==> config.mk <==
export PLATFORM = sky130hd
export DESIGN_NAME = tracker_row_sequencer
export DESIGN_NICKNAME = d
export VERILOG_FILES = /design/src/rtl/tracker_row_sequencer.sv
export SDC_FILE = /design/constraint.sdc
export NUM_CORES = 1
export LEC_CHECK = 0
export ABC_AREA = 1
export BUFFER_PORTS_ARGS = -buffer_cell sky130_fd_sc_hd__clkbuf_2
export CAP_MARGIN = 10
export CORE_ASPECT_RATIO = 1.5
export CORE_UTILIZATION = 40
export DETAILED_ROUTE_END_ITERATION = 8
export GPL_TIMING_DRIVEN = 0
export PLACE_DENSITY = 0.63
export SLEW_MARGIN = 0
export SYNTH_ARGS = -nofsm -noshare
export SYNTH_HDL_FRONTEND = slang
export SYNTH_SLANG_ARGS = --single-unit
==> constraint.sdc <==
create_clock -name clk -period 3.2 [get_ports clk]
set_clock_uncertainty 0.15 [all_clocks]
set_input_delay 0.64 -clock clk [delete_from_list [all_inputs] [get_ports clk]]
set_output_delay 0.64 -clock clk [all_outputs]
set_load 0.02 [all_outputs]
==> src/rtl/tracker_row_sequencer.sv <==
// Tracker row sequencer: steps a pattern held in an external row RAM at a latched tempo
// and turns each row into a note code, gate and one-cycle note strobe for the voice.
module tracker_row_sequencer #(
   parameter int ROW_AW = 6,
   parameter int TPR_W  = 16
) (
   input  logic              clk,
   input  logic              rst_active_high,
   input  logic              start,
   input  logic              stop,
   input  logic              loop_en,
   input  logic [TPR_W-1:0]  ticks_per_row,
   input  logic [ROW_AW-1:0] last_row,
   input  logic              sample_tick,
   output logic              row_rd_en,
   output logic [ROW_AW-1:0] row_addr,
   input  logic [15:0]       row_data,
   output logic [6:0]        note_code,
   output logic              gate,
   output logic              note_strobe,
   output logic              playing
);

   typedef enum logic [1:0] {IDLE, FETCH, LATCH, COUNT} state_t;

   localparam logic [6:0] NOTE_MAX = 7'h6B;

   state_t            state_q, state_d;
   logic [TPR_W-1:0]  tpr_q, tpr_d;
   logic [TPR_W-1:0]  tick_cnt_q, tick_cnt_d;
   logic [TPR_W-1:0]  tick_last;
   logic [ROW_AW-1:0] last_row_q, last_row_d;
   logic [ROW_AW-1:0] row_addr_q, row_addr_d;
   logic              loop_q, loop_d;
   logic [6:0]        note_q, note_d;
   logic              gate_q, gate_d;
   logic              strobe_q, strobe_d;
   logic              playing_q, playing_d;
   logic              unused_row_bits;

   assign unused_row_bits = ^row_data[13:7];

   // A zero tempo behaves as one tick per row.
   assign tick_last = (tpr_q == '0) ? '0 : tpr_q - TPR_W'(1);

   always_comb begin
      state_d    = state_q;
      tpr_d      = tpr_q;
      tick_cnt_d = tick_cnt_q;
      last_row_d = last_row_q;
      row_addr_d = row_addr_q;
      loop_d     = loop_q;
      note_d     = note_q;
      gate_d     = gate_q;
      strobe_d   = 1'b0;
      playing_d  = playing_q;

      case (state_q)
         IDLE: begin
            if (start && !stop) begin
               tpr_d      = ticks_per_row;
               last_row_d = last_row;
               loop_d     = loop_en;
               row_addr_d = '0;
               playing_d  = 1'b1;
               state_d    = FETCH;
            end
         end
         FETCH: state_d = LATCH;
         LATCH: begin
            tick_cnt_d = '0;
            state_d    = COUNT;
            // note_on takes priority over note_off; out-of-range notes are dropped.
            if (row_data[15]) begin
               if (row_data[6:0] <= NOTE_MAX) begin
                  note_d   = row_data[6:0];
                  gate_d   = 1'b1;
                  strobe_d = 1'b1;
               end
            end else if (row_data[14]) begin
               gate_d = 1'b0;
            end
         end
         COUNT: begin
            if (sample_tick) begin
               if (tick_cnt_q == tick_last) begin
                  if (row_addr_q < last_row_q) begin
                     row_addr_d = row_addr_q + ROW_AW'(1);
                     state_d    = FETCH;
                  end else if (loop_q) begin
                     row_addr_d = '0;
                     state_d    = FETCH;
                  end else begin
                     row_addr_d = '0;
                     gate_d     = 1'b0;
                     playing_d  = 1'b0;
                     state_d    = IDLE;
                  end
               end else begin
                  tick_cnt_d = tick_cnt_q + TPR_W'(1);
               end
            end
         end
         default: state_d = IDLE;
      endcase

      if (stop && (state_q != IDLE)) begin
         state_d    = IDLE;
         gate_d     = 1'b0;
         playing_d  = 1'b0;
         row_addr_d = '0;
         strobe_d   = 1'b0;
      end
   end

   always_ff @(posedge clk) begin
      if (rst_active_high) begin
         state_q    <= IDLE;
         tpr_q      <= '0;
         tick_cnt_q <= '0;
         last_row_q <= '0;
         row_addr_q <= '0;
         loop_q     <= 1'b0;
         note_q     <= '0;
         gate_q     <= 1'b0;
         strobe_q   <= 1'b0;
         playing_q  <= 1'b0;
      end else begin
         state_q    <= state_d;
         tpr_q      <= tpr_d;
         tick_cnt_q <= tick_cnt_d;
         last_row_q <= last_row_d;
         row_addr_q <= row_addr_d;
         loop_q     <= loop_d;
         note_q     <= note_d;
         gate_q     <= gate_d;
         strobe_q   <= strobe_d;
         playing_q  <= playing_d;
      end
   end

   assign row_rd_en   = (state_q == FETCH);
   assign row_addr    = row_addr_q;
   assign note_code   = note_q;
   assign gate        = gate_q;
   assign note_strobe = strobe_q;
   assign playing     = playing_q;

endmodule
Word-level counts from Yosys, hierarchy flattened
Index checks and enable logic that the tools add are counted.
{ "word_totals": {"out_inout_bits": 17, "in_bits": 44, "elab_cells": 72, "register_bits": 57} }
{ "op_classes": {"muxes": 26, "eq_ne": 12, "order_cmp": 2, "add_sub_neg": 3, "n_reduce_logical": 17, "n_bitwise": 2} }
{ "op_table": {"columns": ["op", "n"], "rows": [
  ["16-bit two-way mux", 3],
  ["16-bit case mux with 2 select lines", 1],
  ["6-bit two-way mux", 4],
  ["16-bit by 1-bit adder with 16-bit output (second input constant)", 1],
  ["16-bit equality test", 1],
  ["16-bit logical NOT", 1],
  ["16-bit by 1-bit subtractor with 16-bit output (second input constant)", 1],
  ["2-bit != test (second input constant)", 6],
  ["6-bit case mux with 2 select lines", 1],
  ["1-bit two-way mux", 11],
  ["3-bit AND reduction", 3],
  ["2-bit case mux with 4 select lines", 1],
  ["7-bit <= comparator (second input constant)", 1],
  ["7-bit AND reduction", 1],
  ["6-bit by 1-bit adder with 6-bit output (second input constant)", 1],
  ["6-bit < comparator", 1],
  ["2-bit two-way mux", 3],
  ["3-bit != test (second input constant)", 2],
  ["6-bit AND reduction", 1],
  ["2-bit nonzero test", 3],
  ["2-bit equality test (second input constant)", 2],
  ["1-bit case mux with 2 select lines", 2],
  ["4-bit AND reduction", 1],
  ["4-bit OR reduction", 1],
  ["7 further kinds", 9]
]} }

Depth between registers and ports, before layout
Gate-level depths: netlist (run 1).
{ "logic_depth": {"ltp_word": 6, "ltp_mapped": 18, "depth_no_buf": 17} }

Worst setup path before layout (run 1)
No wires, ideal clock.
{ "synth_path": {"path_kind": "register -> register", "start": "reg tpr_q[0]", "end": "reg gate_q, in the netlist gate", "stages_incl_launch_ff": 18, "required_ps": 2935, "slack_ps": 951, "setup_time_ps": 115, "t_arrival_ps": 1984, "n_path_buf": 2, "synth_period_minus_slack_ps": 2249, "cell_sequence": "dfxtp_1 -> inv_1 -> ha_1 -> nand2_2 -> nor2_4 -> nand2_4 -> buf_6 -> nand2_2 -> nand2_1 -> a21oi_2 -> nand2_2 -> nor2_4 -> nand3_4 -> nand2_4 -> buf_12 -> nand3_1 -> nand2_1 -> nor2_1"} }
{ "synth_between": {"elab_chain_len": 5, "elab_cells_between_ends": 6, "cone_classes": "1 x add/sub; 2 x eq/ne; 1 x mux; 2 x reduce/logical"} }
{ "synth_rtl": {"columns": ["element", "line_no", "text"], "rows": [
  ["start: declaration", "29", "logic [TPR_W-1:0] tpr_q, tpr_d;"],
  ["start signal: assignment", "130", "tpr_q <= tpr_d;"],
  ["16-bit by 1-bit subtractor with 16-bit output / 16-bit logical NOT (equally long branches)", "44", "assign tick_last = (tpr_q == '0) ? '0 : tpr_q - TPR_W'(1);"],
  ["16-bit two-way mux *", "44", null],
  ["16-bit equality test *", "86", "if (tick_cnt_q == tick_last) begin"],
  ["2-bit != test (no source line) *", null, null],
  ["7-bit AND reduction (no source line) *", null, null],
  ["end signal: assignment", "136", "gate_q <= gate_d;"],
  ["end: declaration", "36", "logic gate_q, gate_d;"]
]} }
Mark *: on every way between the ends. The rest lies on a longest branch, timed or not.
A chain may end at the register's enable or synchronous reset.

Worst setup path after layout (run 1)
{ "layout_path": {"start": "reg tpr_q[0]", "end": "reg row_addr_q[5], in the netlist row_addr[5]"} }
{ "layout_between": {"elab_chain_len": 5, "elab_cells_between_ends": 6, "cone_classes": "1 x add/sub; 2 x eq/ne; 1 x mux; 2 x reduce/logical"} }
{ "layout_rtl": {"columns": ["element", "line_no", "text"], "rows": [
  ["16-bit by 1-bit subtractor with 16-bit output / 16-bit logical NOT (equally long branches)", "44", null],
  ["16-bit two-way mux *", "44", null],
  ["16-bit equality test *", "86", null],
  ["2-bit != test (no source line) *", null, null],
  ["4-bit AND reduction (no source line) *", null, null],
  ["end signal: assignment", "133", "row_addr_q <= row_addr_d;"],
  ["end: declaration", "33", "logic [ROW_AW-1:0] row_addr_q, row_addr_d;"]
]} }
Marks and branches as above.

==> impl_results.md, run 1 <==
- Min Hold Slack: 0.3150 ns
- Io pins: 61
- Final WL: 9.889 mm
- Critical path class: flop to flop
- Rel. slew slack: 53.86%
- Input/output buffers: 52
- Post-DR vias/cell: 5.234
- Most common cell after layout, fill and taps aside: nand2_1
- Synth Area in Simple Gates: 37.37%
- Worst EP arrival: 2.70 ns
- Crit path time final: 2.595 ns
- RSZ-0062 raised after global routing: false
- Net count after synthesis: 605
- Avg Inst Size Synth: 6.659 um2
- MaxCap Viol Count: 0
- Mapped Area: 0.003656 mm2
- CP max stage delay: 0.29 ns
- CTS H-Tree Depth: 3
- Final Cycle Share: 81.10%
- Clock slew at reported path FFs: 0.05 ns
- Crit. End Element: flop
- Full die area: 0.009534 mm2
- Synth warn: 0
- Main combinational cell family by area after synthesis: simple AND/OR/NAND/NOR gates
- Clock buffer count from CTS: 9
- Leak pwr: 1.826 nW
- Sum of negative setup slack: 0 ns
- R2R depth: 15
- Pwr dens: 674.9 mW/mm2
- Layout cells sized above 1: 15.56%
- Detailed placer's ending HPWL: 7.754 mm
- Layout area overhead: 18.41%
- N_diodes: 0
- Multiplexer share of the synthesized area: 0%
- Routed WL per cell: 13.60 um
- Placeable Area: 0.008828 mm2
- Post_cts resized: 0
- GP Congestion: 0.8771
- Final Hold Vio Count: 0
- Hold depth: 2
- Gr usage total: 22.88%
- Vias in the first global route: 3739
- Post-CTS Hold Buffers: 0
- CTS tree: done
- DR iter-0 viols: 188
- Seq/Total Area, Yosys: 31.21%
- Die W: 80.06 um
- Final nets: 668
- Worst-Skew Late Latency: 0.33 ns
- Row count: 42
- Longest Clk Path Bufs: 2
- Slew @ Worst Pin: 0.6896 ns
- Critical Path RT: 3.31 ns
- Hold crit path type: flop to flop
- Slew Limit Fails: 0
- Commonest cells after routing, fill and taps aside: 116 x nand2_1, 62 x nor2_1, 58 x inv_1, 57 x nand3_1, 57 x dfxtp_1
- Detail Route Antenna Nets: 0
- Post-synthesis adder-cell area fraction: 4.107%
- Total gr overflow: 0
- Status: finished clean
- Antenna violations before repair: 0
- Global-route wire length before repair: 16.80 mm
- Maximum clock rate: 0.3854 GHz
- Pin count of the biggest net entering global routing: 11
- CP max-delay cell: dfxtp_1
- Post-CTS setup buffer count: 0
- Mapped Cells: 549
- CTS Root Cell: clkbuf_16
- CP cell instances: inv_1, ha_1, nand2_2, nor2_1, nand2_1, nand4_1, nand2_1, nor2_1, nand2_1, nor2_4, nand3_4, nand2_4, buf_12, nand3_1, a21oi_1
- Die height: 119.1 um
- Synthesis-stage register bit count: 57
- DRC viols: 0
- Xor/xnor share of the synthesized area: 4.517%
- Starting Density: 41.41%
- Crit-path max FO: 10
- Cell mode on critical path: nand2_1
- Crit start category: flop
- Distinct cells, synth: 34
- VDD IR max: 0.0003439 V
- Final setup viols: 0
- DRT Pass-1 Iters: 7
- Clock sinks: 57
- Via count: 3805
- Compound-Gate Fraction of Synth Area: 13.45%
[power breakdown]
part           internal [mW]  switching (mW)  leakage [nW]
clock network          0.560           0.308         0.139
registers              0.794          0.0680         0.464
logic                  0.408           0.783          1.22
[routing by layer]
metal  GRT usage (%)  vias up  wire (um)
li1                -     1941          -
met1           23.81     1729       3844
met2           40.60      101       5205
met3           4.674       34        325
met4           14.51        0        514
met5               0        -          0
[synth_stat cells, drive strengths merged]
cell,number,share of area [%]
a21oi,55,7.6
and2,1,0.17
buf,7,2.1
clkbuf,12,1.2
clkinv,1,0.10
dfxtp,57,31
ha,12,4.1
inv,58,6.0
nand2,124,14
nand3,60,8.8
nand3b,2,0.41
nand4,17,3.3
nor2,71,8.7
nor3,12,1.6
nor3b,2,0.41
nor4,1,0.17
o2111ai,1,0.24
o211ai,1,0.21
o21a,3,0.62
o21ai,33,4.5
o311ai,1,0.24
xnor2,1,0.24
xor2,17,4.3
[registers in the layout, summed over array words and instances (netlist names), 2 cells and up]
signal	cells
row_addr	6
note_code	7
last_row_q	6
tpr_q	16
tick_cnt_q	16
state_q	2
[critical path: cells and delay by family (launching register included)]
kind / cells / cell delay (ns)
AND/OR/NAND/NOR: 11 / 1.37
buffers and inverters: 2 / 0.30
flip-flops: 1 / 0.29
adder cells (fa/ha/maj): 1 / 0.26
AO/OA/AOI/OAI: 1 / 0.16
[area by class of cell]
| cell class | count | area, um2 |
|---|---|---|
| Clock buffer | 13 | 260.3 |
| Timing Repair Buffer | 52 | 260.3 |
| Inverter | 59 | 221.5 |
| Tap cell | 110 | 137.6 |
| Multi-Input combinational cell | 414 | 2173 |
| Fill cell | 947 | 4499 |
| Buffer | 19 | 120.1 |
| Clock inverter | 3 | 15.01 |
| Sequential cell | 57 | 1141 |
[final timing paths]
| path | slack (ns) | end | from |
|---|---|---|---|
| setup / recovery | 0.60 | row_addr[5]$_SDFFE_PP0P_ | tpr_q[0]$_SDFFE_PP0P_ |
| hold / removal | 0.32 | last_row_q[5]$_SDFFE_PP0P_ | last_row_q[5]$_SDFFE_PP0P_ |
| setup reg to reg | 0.60 | row_addr[5]$_SDFFE_PP0P_ | tpr_q[0]$_SDFFE_PP0P_ |
| hold reg to reg | 0.32 | last_row_q[5]$_SDFFE_PP0P_ | last_row_q[5]$_SDFFE_PP0P_ |
[kinds of logic after synthesis]
logic type	after synthesis
flip-flops	57
buffers and inverters	78
adder cells (fa/ha/maj)	12
AO/OA/AOI/OAI	94
XOR/XNOR	18
AND/OR/NAND/NOR	290
[per-stage QoR]
stage	instances	setup slack, ns	power, mW	cell area [um2]	util (%)
finish	727	0.6050	2.922	4329	49.04
global placement	711	0.6302	2.031	4054	45.92
CTS	727	0.6037	2.952	4329	49.04
global route	727	0.2606	3.155	4329	49.04
floorplan	549	0.9514	1.791	3656	-
detailed placement	711	0.6106	2.066	4054	45.92
(Power assumes the default switching activity.)
==> run 2: changes to the inputs <==
==> constraint.sdc (replaced) <==
create_clock -name clk -period 2.7 [get_ports clk]
set_clock_uncertainty 0.15 [all_clocks]
set_input_delay 0.54 -clock clk [delete_from_list [all_inputs] [get_ports clk]]
set_output_delay 0.54 -clock clk [all_outputs]
set_load 0.02 [all_outputs]
==> impl_results.md, run 2 (synthesized netlist as in run 1, its figures left out) <==
- Crit path time final: 2.447 ns
- MaxCap Viol Count: 0
- Slew Limit Fails: 0
- Layout cells sized above 1: 16.21%
- Pin count of the biggest net entering global routing: 11
- CTS tree: done
- DRC viols: 0
- Crit start category: flop
- Filler Cell Count: 946
- Power Total: 3.468 mW
- Clock sinks: 57
- Sum of negative setup slack: 0 ns
- Slew @ Worst Pin: 0.4880 ns
- Dpl ws: 0.1106 ns
- DRT Pass-1 Iters: 5
- Post-DR vias/cell: 5.208
- Min Hold Slack: 0.2865 ns
- Starting Density: 41.41%
- Maximum clock rate: 0.4086 GHz
- Final setup viols: 0
- Row count: 42
- Post_cts resized: 0
- Routed WL per cell: 13.53 um
- Gr usage total: 22.88%
- Clock buffer count from CTS: 9
- Final Cycle Share: 90.64%
- Critical path class: flop to flop
- Rel. slew slack: 67.47%
- Clock slew at reported path FFs: 0.05 ns
- Vias in the first global route: 3739
- Detailed placer's ending HPWL: 7.754 mm
- Worst EP arrival: 2.52 ns
- Critical hold path startpoint: row_data[0]
- Final WS setup: 0.2526 ns
- Layout area overhead: 18.62%
- Hold depth: 3
- Pwr dens: 799.7 mW/mm2
- Reg-to-Reg Start: tpr_q[0]$_SDFFE_PP0P_
- Total gr overflow: 0
- Final nets: 668
- Detail Route Antenna Nets: 0
- Final Hold Vio Count: 0
- Hold crit path type: input pin to flop
- DR iter-0 viols: 220
- R2R depth: 16
- Input/output buffers: 52
- Crit. End Element: flop
- Placeable Area: 0.008828 mm2
- Io pins: 61
- Die W: 80.06 um
- VDD IR max: 0.0004075 V
- Leak pwr: 1.825 nW
- R2r endpoint: row_addr[1]$_SDFFE_PP0P_
- RSZ-0062 raised after global routing: true
- Longest Clk Path Bufs: 2
- CTS H-Tree Depth: 3
- Status: finished clean
- N_diodes: 0
- Post-CTS Hold Buffers: 0
- Commonest cells after routing, fill and taps aside: 116 x nand2_1, 60 x nor2_1, 57 x inv_1, 57 x nand3_1, 57 x dfxtp_1
- Worst Hold Path EP: note_code[0]$_SDFFE_PP0P_
- GP Congestion: 0.8771
- Post-CTS setup buffer count: 0
- Worst-Skew Late Latency: 0.33 ns
- Slack of the worst reg-to-reg path: 0.25 ns
- Placed cells: 711
- Global-route wire length before repair: 16.80 mm
- Crit path from: tpr_q[0]$_SDFFE_PP0P_
- Die height: 119.1 um
- Final WL: 9.838 mm
- CTS Root Cell: clkbuf_16
- Most common cell after layout, fill and taps aside: nand2_1
- Critical Path RT: 2.77 ns
- Non-filler cells, final: 727
- Via count: 3786
- Antenna violations before repair: 0
- Crit-path max FO: 10
- Full die area: 0.009534 mm2
## run 2: cell types whose count changed in the layout (fill, tap and decap cells not counted)
cell	delta
inv_2	+1
nor2_1	-2
nor2_2	+2
ha_1	-1
inv_1	-1
ha_2	+1
## run 2: power breakdown
part	switching (mW)	total (mW)	internal [mW]	leakage, nW
logic	0.930	1.42	0.487	1.22
registers	0.0811	1.02	0.941	0.464
clock network	0.365	1.03	0.664	0.139
total	1.38	3.47	2.09	1.82
## run 2: per-stage QoR
stage | util (%) | cell area (um2)
after floorplan | - | 3656
final | 49.12 | 4337
after detailed placement | 45.92 | 4054
after CTS | 49.04 | 4329
after global placement | 45.92 | 4054
after global routing | 49.12 | 4337
## run 2: metal layers
layer | global-route usage (%) | wire length (um) | vias to the layer above
li1 | - | - | 1936
met1 | 23.81 | 3807 | 1715
met2 | 40.60 | 5113 | 92
met3 | 4.674 | 324 | 43
met4 | 14.51 | 592 | 0
met5 | 0 | 0 | -
## run 2: critical path, stage by stage (launching register included)
cell	delay [ns]
dfxtp_1	0.30
inv_2	0.11
ha_2	0.22
nand2_2	0.12
nor2_4	0.15
nand2_4	0.08
buf_6	0.15
nand3_2	0.09
xor2_2	0.13
nand2_1	0.09
nor2_4	0.16
nand3_4	0.15
nand2_4	0.13
buf_12	0.13
nand3_1	0.08
nand2_1	0.07
nor2_1	0.04
## run 2: area by class of cell
class / instances / area, um2 / area share (%)
Inverter: 59 / 221.5 / 5.107
Buffer: 19 / 120.1 / 2.770
Multi-Input combinational cell: 414 / 2181 / 50.29
Tap cell: 110 / 137.6 / 3.174
Sequential cell: 57 / 1141 / 26.31
Timing Repair Buffer: 52 / 260.3 / 6.001
Clock inverter: 3 / 15.01 / 0.3462
Clock buffer: 13 / 260.3 / 6.001
## run 2: worst max-delay path by stage
stage                                 endpoint  slack [ns]  cells past startpoint
finish                row_addr[1]$_SDFFE_PP0P_        0.25                     16
global route        tick_cnt_q[6]$_SDFFE_PP0P_      -0.009                     16
CTS                   row_addr[1]$_SDFFE_PP0P_        0.10                     16
detailed placement    row_addr[1]$_SDFFE_PP0P_        0.11                     16
global placement      row_addr[1]$_SDFFE_PP0P_        0.13                     15
floorplan                    gate$_SDFFE_PP0P_        0.45                     17
==> run 3: changes to the inputs <==
--- a/config.mk
+++ b/config.mk
@@ -9,6 +9,7 @@
 export BUFFER_PORTS_ARGS = -buffer_cell sky130_fd_sc_hd__clkbuf_2
 export CAP_MARGIN = 10
 export CORE_ASPECT_RATIO = 1.5
+export CORE_MARGIN = 10
 export CORE_UTILIZATION = 40
 export DETAILED_ROUTE_END_ITERATION = 8
 export GPL_TIMING_DRIVEN = 0
==> impl_results.md, run 3 (synthesized netlist as in run 1, its figures left out) <==
- Layout area overhead: 19.61%
- Row count: 42
- Full die area: 0.01344 mm2
- Critical Path RT: 2.81 ns
- CP cell instances: inv_2, ha_2, nand2_2, xor2_1, nand2_1, nand2_1, nand2_1, nor2_1, nand2_1, nor2_4, nand3_4, nand2_4, buf_12, nand3_1, a21oi_1
- Routed WL per cell: 14.19 um
- Non-filler cells, final: 726
- Int Pwr: 2.252 mW
- Crit path time final: 2.449 ns
- Final nets: 668
- Hold crit path type: input pin to flop
- Dpl ws: 0.09768 ns
- Antenna violations before repair: 0
- Longest Clk Path Bufs: 2
- Logic gate share of total power: 39.1%
- N_diodes: 0
- Switch Pwr: 1.387 mW
- Crit. End Element: flop
- Clock slew at reported path FFs: 0.05 ns
- Cell mode on critical path: nand2_1
- MaxCap Viol Count: 0
- Input/output buffers: 52
- Post-CTS setup buffer count: 0
- Worst EP arrival: 2.55 ns
- Util after Layout: 49.24%
- DR iter-0 viols: 205
- CTS tree: done
- Final Hold Vio Count: 0
- Clock sinks: 57
- CTS Root Cell: clkbuf_16
- Slew @ Worst Pin: 0.5403 ns
- Worst-Skew Late Latency: 0.33 ns
- Final WL: 10.30 mm
- DRC viols: 1
- Pin count of the biggest net entering global routing: 11
- VDD IR max: 0.0004148 V
- Maximum clock rate: 0.4083 GHz
- Crit start category: flop
- Top Family by Delay on Critical Path: simple AND/OR/NAND/NOR gates
- Most common cell after layout, fill and taps aside: nand2_1
- Final WS setup: 0.2505 ns
- Slew Limit Fails: 0
- Detail Route Antenna Nets: 0
- Critical path class: flop to flop
- Gr usage total: 15.55%
- Buf/Inv on CP: 2
- Final Cycle Share: 90.72%
- Detailed placer's ending HPWL: 8.344 mm
- DRT Pass-1 Iters: 7
- Clk pwr share: 32.9%
- CP max stage delay: 0.31 ns
- Layout cells sized above 1: 16.07%
- CP max-delay cell: xor2_1
- CTS H-Tree Depth: 3
- Pwr dens: 832.0 mW/mm2
- Final setup viols: 0
- Leak pwr: 1.838 nW
- RSZ-0062 raised after global routing: false
- Starting Density: 41.17%
- Violated checks: DRC
- Crit-path max FO: 10
- Commonest cells after routing, fill and taps aside: 116 x nand2_1, 60 x nor2_1, 57 x inv_1, 57 x nand3_1, 57 x dfxtp_1
- Global-route wire length before repair: 17.27 mm
- Status: finished with violations
- Die height: 137.1 um
- Sum of negative setup slack: 0 ns
- Placeable Area: 0.008881 mm2
- Die W: 98.06 um
- Switching Fraction: 38.11%
- Vias in the first global route: 3803
- Via count: 3775
- Post-DR vias/cell: 5.200
- Total gr overflow: 0
- GP Congestion: 0.8988
- Clock buffer count from CTS: 9
- Post-CTS Hold Buffers: 0
- Placed cells: 711
- Io pins: 61
- Share of power burned in registers: 28.1%
- Rel. slew slack: 63.98%
[run 3: cell count changes in the layout (fill, tap and decap cells not counted), sizes merged]
cell    before  now
bufinv       0    2
clkinv       4    2
clkbuf      77   76
[run 3: layout make-up]
type	instances	area, um2
inverters	59	221.5
repair buffers	52	260.3
flip-flops and latches	57	1141
plain buffers	19	120.1
fillers	917	4508
clock buffers	12	246.5
clock inverters	3	65.06
multi-input cells	414	2181
well taps	110	137.6
[run 3: path summary, 6_finish.rpt]
kind | cells past startpoint | endpoint | startpoint | slack (ns)
max | 15 | row_addr[4]$_SDFFE_PP0P_ | tpr_q[0]$_SDFFE_PP0P_ | 0.25
min | 3 | note_code[0]$_SDFFE_PP0P_ | row_data[0] | 0.29
max reg2reg | 15 | row_addr[4]$_SDFFE_PP0P_ | tpr_q[0]$_SDFFE_PP0P_ | 0.25
min reg2reg | 2 | last_row_q[0]$_SDFFE_PP0P_ | last_row_q[0]$_SDFFE_PP0P_ | 0.31
[run 3: routing by layer]
metal  share of wire (%)  global-route usage, %  wire [um]  vias to the layer above
met5                   0                      0          0                        -
met4                 3.5                  8.185        357                        0
met3                 3.0                  3.130        305                       25
met2                  56                  30.48       5761                       67
met1                  38                  14.71       3876                     1737
li1                    -                      -          -                     1946
[run 3: power by group through the flow]
stage               sequential (mW)  clock (mW)  combinational [mW]
CTS                            1.02        1.22                1.43
global placement               1.03           0                1.38
finish                         1.02        1.20                1.42
global route                   1.03        1.25                1.61
floorplan                      1.05           0                1.07
detailed placement             1.04           0                1.42
[run 3: what timing repair did]
action | 4_1_cts | 5_1_grt
setup endpoints to repair | 0 | 21
resized for setup | 0 | 4
hold endpoints to repair | 0 | 0
[run 3: per-stage QoR]
step                      hold slack [ns]  power (mW)  cell area, um2
final                              0.2924       3.638            4373
after global routing               0.3148       3.897            4373
after CTS                          0.2865       3.667            4365
after detailed placement           0.2970       2.455            4054
after global placement             0.2973       2.415            4054
after floorplan                    0.2797       2.123            3656
[run 3: worst reg2reg max path, cell delays in order (launching register included)]
cell and delay (ns):
dfxtp_1 0.30, inv_2 0.10, ha_2 0.22, nand2_2 0.12, xor2_1 0.31, nand2_1 0.09, nand2_1 0.07, nand2_1 0.05
nor2_1 0.09, nand2_1 0.09, nor2_4 0.15, nand3_4 0.14, nand2_4 0.13, buf_12 0.13, nand3_1 0.07, a21oi_1 0.15
